<file path="src/rtl/fm_pkg.sv">
// Shared definitions for the FM discriminator: input beat layout,
// sample types, FSM states and the output scaling helper.
package fm_pkg;

    localparam int ANGLE_LSB = 32;
    localparam int MAG_LSB   = 0;
    localparam int FIELD_W   = 32;

    typedef logic [FIELD_W-1:0] angle_t;
    typedef logic [FIELD_W-1:0] mag_t;

    typedef enum logic {
        FIRST,
        RUN
    } state_t;

    // Right shift that keeps the top out_w bits of the window sum.
    function automatic int out_shift(input int decim_log2, input int out_w);
        return FIELD_W + decim_log2 - out_w;
    endfunction

endpackage

</file>
<file path="src/rtl/fm_discriminator.sv">
// FM discriminator: phase differencing, magnitude squelch and
// boxcar decimation of CORDIC output into signed audio samples.
module fm_discriminator
    import fm_pkg::*;
#(
    parameter int C_S00_AXIS_TDATA_WIDTH = 64,
    parameter int C_M00_AXIS_TDATA_WIDTH = 32,
    parameter int C_DECIM_LOG2           = 3,
    parameter int C_OUT_WIDTH            = 16
) (
    input  logic                                s00_axis_aclk,
    input  logic                                s00_axis_areset,
    input  logic                                s00_axis_tvalid,
    input  logic                                s00_axis_tlast,
    input  logic [C_S00_AXIS_TDATA_WIDTH-1:0]   s00_axis_tdata,
    input  logic [C_S00_AXIS_TDATA_WIDTH/8-1:0] s00_axis_tstrb,
    output logic                                s00_axis_tready,
    input  logic [FIELD_W-1:0]                  squelch_thresh,
    input  logic                                m00_axis_tready,
    output logic                                m00_axis_tvalid,
    output logic                                m00_axis_tlast,
    output logic [C_M00_AXIS_TDATA_WIDTH-1:0]   m00_axis_tdata,
    output logic [C_M00_AXIS_TDATA_WIDTH/8-1:0] m00_axis_tstrb
);

    localparam int ACC_W = FIELD_W + C_DECIM_LOG2;
    localparam int CNT_W = (C_DECIM_LOG2 > 0) ? C_DECIM_LOG2 : 1;
    localparam int SHIFT = out_shift(C_DECIM_LOG2, C_OUT_WIDTH);
    localparam logic [CNT_W-1:0] CNT_LAST = CNT_W'((1 << C_DECIM_LOG2) - 1);

    state_t state;
    state_t state_nxt;

    angle_t angle;
    angle_t prev_angle;
    mag_t   mag;

    logic signed [FIELD_W-1:0]     delta;
    logic signed [FIELD_W-1:0]     delta_eff;
    logic signed [ACC_W-1:0]       delta_ext;
    logic signed [ACC_W-1:0]       acc;
    logic signed [ACC_W-1:0]       sum;
    logic signed [C_OUT_WIDTH-1:0] sample;
    logic [CNT_W-1:0]              cnt;

    logic accept;
    logic close;
    logic squelched;
    logic unused_tstrb;

    assign angle  = s00_axis_tdata[ANGLE_LSB +: FIELD_W];
    assign mag    = s00_axis_tdata[MAG_LSB +: FIELD_W];

    // A single output register: input may advance whenever it is free
    // or being drained this cycle.
    assign s00_axis_tready = !m00_axis_tvalid || m00_axis_tready;
    assign accept          = s00_axis_tvalid && s00_axis_tready;

    assign m00_axis_tstrb  = '1;
    assign unused_tstrb    = ^s00_axis_tstrb;

    // Phase difference, squelch gate, running window sum and scaling.
    always_comb begin
        delta     = signed'(angle - prev_angle);
        squelched = (mag < squelch_thresh);
        delta_eff = delta;
        if (state == FIRST || squelched) begin
            delta_eff = '0;
        end
        delta_ext = ACC_W'(delta_eff);
        sum       = acc + delta_ext;
        close     = s00_axis_tlast || (cnt == CNT_LAST);
        sample    = C_OUT_WIDTH'(sum >>> SHIFT);
    end

    // Next state: a packet end forgets the reference phase.
    always_comb begin
        state_nxt = state;
        if (accept) begin
            state_nxt = s00_axis_tlast ? FIRST : RUN;
        end
    end

    // State register.
    always_ff @(posedge s00_axis_aclk or posedge s00_axis_areset) begin
        if (s00_axis_areset) begin
            state <= FIRST;
        end else begin
            state <= state_nxt;
        end
    end

    // Reference phase, accumulator and window counter.
    always_ff @(posedge s00_axis_aclk or posedge s00_axis_areset) begin
        if (s00_axis_areset) begin
            prev_angle <= '0;
            acc        <= '0;
            cnt        <= '0;
        end else if (accept) begin
            prev_angle <= angle;
            if (close) begin
                acc <= '0;
                cnt <= '0;
            end else begin
                acc <= sum;
                cnt <= cnt + 1'b1;
            end
        end
    end

    // Output register: a closing window overwrites any sample leaving
    // this cycle, otherwise a completed handshake empties it.
    always_ff @(posedge s00_axis_aclk or posedge s00_axis_areset) begin
        if (s00_axis_areset) begin
            m00_axis_tvalid <= 1'b0;
            m00_axis_tlast  <= 1'b0;
            m00_axis_tdata  <= '0;
        end else if (accept && close) begin
            m00_axis_tvalid <= 1'b1;
            m00_axis_tlast  <= s00_axis_tlast;
            m00_axis_tdata  <= C_M00_AXIS_TDATA_WIDTH'(sample);
        end else if (m00_axis_tvalid && m00_axis_tready) begin
            m00_axis_tvalid <= 1'b0;
        end
    end

endmodule

</file>
<file path="config.mk">
export PLATFORM = sky130hd
export DESIGN_NAME = fm_discriminator
export DESIGN_NICKNAME = d
export VERILOG_FILES = /design/src/rtl/fm_pkg.sv /design/src/rtl/fm_discriminator.sv
export SDC_FILE = /design/constraint.sdc
export NUM_CORES = 1
export LEC_CHECK = 0
export BUFFER_PORTS_ARGS = -buffer_cell sky130_fd_sc_hd__buf_2
export CELL_PAD_IN_SITES_DETAIL_PLACEMENT = 1
export CELL_PAD_IN_SITES_GLOBAL_PLACEMENT = 2
export CORE_MARGIN = 5
export CORE_UTILIZATION = 30
export DETAILED_ROUTE_END_ITERATION = 8
export PLACE_DENSITY_LB_ADDON = 0.2
export SETUP_SLACK_MARGIN = 0.1
export SLEW_MARGIN = 20
export SYNTH_ARGS = -nofsm -noshare
export SYNTH_HDL_FRONTEND = slang
export SYNTH_SLANG_ARGS = --single-unit
</file>
<file path="constraint.sdc">
create_clock -name s00_axis_aclk -period 4.3 [get_ports s00_axis_aclk]
set_clock_uncertainty 0.2 [all_clocks]
set_input_delay 0.645 -clock s00_axis_aclk [delete_from_list [all_inputs] [get_ports s00_axis_aclk]]
set_output_delay 0.645 -clock s00_axis_aclk [all_outputs]
set_load 0.01 [all_outputs]
</file>
==> impl_metrics.py <==
metrics = {
    "timing": {
        "setup_viol": 19,
        "min_period_over_period_pct": 107.0,
        "setup_ws_ps": -302.4,
        "finalHoldViolCount": 0,
        "fmax_ghz": 0.2173,
        "finalCriticalPeriod_ps": 4602,
        "worst_pin_slew_ps": 754.7,
        "max_slew_margin_pct": 49.57,
        "rsz0062_at_grt": "yes",
        "drv_slew": 0,
    },
    "critical_path": {
        "crit_required_ps": 4360,
        "path_max_fanout": 4,
        "worstPathCellList": "buf_2 > ha_1 > buf_4 > a41o_1 > a22o_1 > o311ai_4 > nand2_2 > a211o_1 > a21oi_2 > xor2_1 > nor2_1 > ha_1 > a21o_1 > a21oi_2 > and2_4 > nand3_2 > and2_4 > a211oi_4 > xnor3_1 > mux2_2",
        "rr_startpoint": "prev_angle[20]",
        "slowest_delay_ps": 340,
        "ff2ff_setup_slack_ps": -290,
        "arrival_ps": 4660,
        "critPathCaptureType": "register",
        "criticalPathCategory": "in -> reg",
        "slowest_stage": "o311ai_4",
        "reg2regPathDepth": 20,
        "critPathLaunchType": "input port",
        "reg2reg_to": "m00_axis_tdata[15]",
    },
    "cts": {
        "cts_hold_buf": 0,
        "cts_tree": "done",
        "h-tree-depth": 3,
        "clock_latency_ps": 370,
        "cts.sinks": 89,
        "clockBufferDepth": 2,
        "cts_root_buf": "clkbuf_16",
        "numCtsBuffers": 9,
        "clk_pin_slew_ps": 80,
    },
    "power": {
        "leakage_uw": 0.005998,
        "power_density_mw_per_mm2": 384.1,
        "peakVddDrop_mv": 0.1774,
    },
    "finish": {
        "n_fill_cell": 3002,
        "drive_gt1_share_pct": 43.35,
        "stdcell_count": 1586,
        "nets": 1459,
        "fin_util_pct": 46.28,
        "area_delta_synth_final_pct": 51.18,
    },
    "logic_synthesis": {
        "ys_top_cells_by_area": "dfrtp_1 29%, ha_1 16%, o21ai_0 5.5%",
        "synthArstFlopShare_pct": 100.0,
        "synth_top_flop_cell": "dfrtp_1",
        "yosysTopAreaCell": "dfrtp_1",
        "syn-instance-count": 938,
        "ys_types": 63,
        "syn-cell-area_mm2": 0.007752,
        "synth-edff-count": 0,
        "yosys_warnings": 0,
        "synth_most_common_cell": "nand2_1",
        "synth.top_cell.area_share_pct": 28.73,
        "synth.yosys.seq_area_share_pct": 28.73,
        "ys_ff_latch": 89,
        "yosys-top-cells-count": "111 x nand2_1, 98 x ha_1, 89 x dfrtp_1, 85 x o21ai_0, 78 x inv_1",
        "syn-mean-instance-area_um2": 8.265,
    },
    "route": {
        "wl_mm": 25.77,
        "ant_nets": 0,
        "wl_per_cell_um": 16.25,
        "drt_iter0_drc": 227,
        "via_per_inst": 4.925,
        "first_pass_iters": 4,
        "vias": 7811,
        "route.detailed.drc": 0,
    },
    "floorplan": {
        "die_h_um": 170.8,
        "dieArea_mm2": 0.02916,
        "core_area_mm2": 0.02533,
        "pin_count": 148,
        "start_util_pct": 30.61,
        "rows": 58,
        "die_w_um": 170.8,
    },
    "place": {
        "place_inst": 1538,
        "hpwlAfterDp_mm": 19.48,
        "pre_cts_slack_ps": -982.9,
        "numPortBuffers": 135,
        "gp_congestion": 0.8231,
    },
    "grt": {
        "grt_overflow_total": 0,
        "antenna_found_initial": 1,
        "grt_pass1_vias": 8390,
        "gr-usage-all-layers_pct": 17.51,
        "grt_pass1_wl_mm": 41.66,
        "grt_max_degree": 67,
    },
    "run_status": {
        "failed_checks": "setup timing",
        "status": "complete, but fails checks",
    },
    "job": {
        "max_cap_violations": 0,
    },
    "min_path": {
        "hold_class": "in -> async",
    },
}
## power by group
| part | leakage [uW] | switching [uW] | internal [uW] |
|---|---|---|---|
| logic | 0.00472 | 1250 | 1280 |
| clock network | 0.000136 | 417 | 405 |
| registers | 0.00115 | 126 | 1030 |
## how the worst max path moves through the flow
stage	from	to	slack [ps]	cells after the start
detailed placement	s00_axis_tdata[36]	m00_axis_tdata[15]	-980	21
global placement	s00_axis_tdata[36]	m00_axis_tdata[15]	-850	21
global route	prev_angle[16]	m00_axis_tdata[13]	-510	21
CTS	prev_angle[0]	m00_axis_tdata[15]	-280	22
floorplan	s00_axis_tdata[32]	m00_axis_tdata[14]	-560	24
finish	s00_axis_tdata[52]	m00_axis_tdata[15]	-300	20
## repair_timing
action	in CTS	in global routing
gates resized for setup	108	81
pin swaps	89	73
endpoints found under the setup margin	37	36
setup buffers	17	17
endpoints found under the hold margin	0	0
## logic make-up after synthesis
group,synth area share (%)
buf+inv,7.456
other cells,0.04837
simple gates,15.61
fa+ha+maj,16.33
flops,28.73
compound gates,24.02
mux,1.307
xor+xnor,6.504
## metrics by stage
step,power (uW),hold WS [ps],area [um^2],TNS [ps]
global route,4843,115.6,11720,-8545
finish,4502,82.90,11720,-2727
detailed placement,3343,265.6,10240,-23110
floorplan,2483,256.3,8030,-6370
CTS,4377,88.90,11200,-2352
global placement,3296,254.1,10240,-20650
## routing by layer
layer	wire length (um)	global-route usage [%]	part of all wire [%]
met4	291	4.271	1.1
met5	0	0	0
met3	795	1.987	3.1
met2	12900	31.72	50
met1	11790	22.24	46
## cell type report
class / count / area [um^2] / area share (%)
Tap cell: 330 / 412.9 / 3.523
Inverter: 78 / 322.8 / 2.754
Multi-Input combinational cell: 719 / 6048 / 51.61
Clock buffer: 9 / 225.2 / 1.922
Sequential cell: 89 / 2227 / 19.00
Antenna cell: 1 / 2.502 / 0.02135
Clock inverter: 7 / 63.81 / 0.5445
Timing Repair Buffer: 353 / 2417 / 20.63
## critical path, delay by kind of cell
kind	cells	cell delay [ps]
muxes	1	270
AOI/OAI and AO/OA	8	1870
xor gates and xnor gates	2	390
buffers and inverters	2	270
adders and majority gates	2	630
and+or+nand+nor	5	600
## sequential cells by signal, summed over array words and instances (netlist names)
signal / flops
acc: 35
cnt: 3
m00_axis_tdata: 16
m00_axis_tlast: 1
m00_axis_tvalid: 1
prev_angle: 32
state: 1
## layout by cell type, fill, tap and decap left out, types with 9 or more instances in the layout
master | netlist | final
xnor2_1 | 29 | 19
buf_4 | 20 | 204
a22o_1 | 21 | 21
nand4_1 | 11 | 11
nor2_1 | 53 | 48
clkbuf_16 | 0 | 9
xnor2_2 | 0 | 10
nand2_1 | 111 | 107
a21o_1 | 46 | 46
dfrtp_1 | 89 | 89
buf_2 | 3 | 130
ha_1 | 98 | 69
a21oi_2 | 0 | 18
inv_1 | 78 | 64
buf_6 | 0 | 16
a21oi_1 | 63 | 40
nand3_1 | 18 | 11
o21ai_2 | 0 | 9
inv_2 | 0 | 10
o21ai_0 | 85 | 58
ha_4 | 0 | 27
xor2_1 | 26 | 25
a211oi_2 | 1 | 11
o21ai_1 | 1 | 18
No activity file was read; power rests on OpenSTA's default activity.
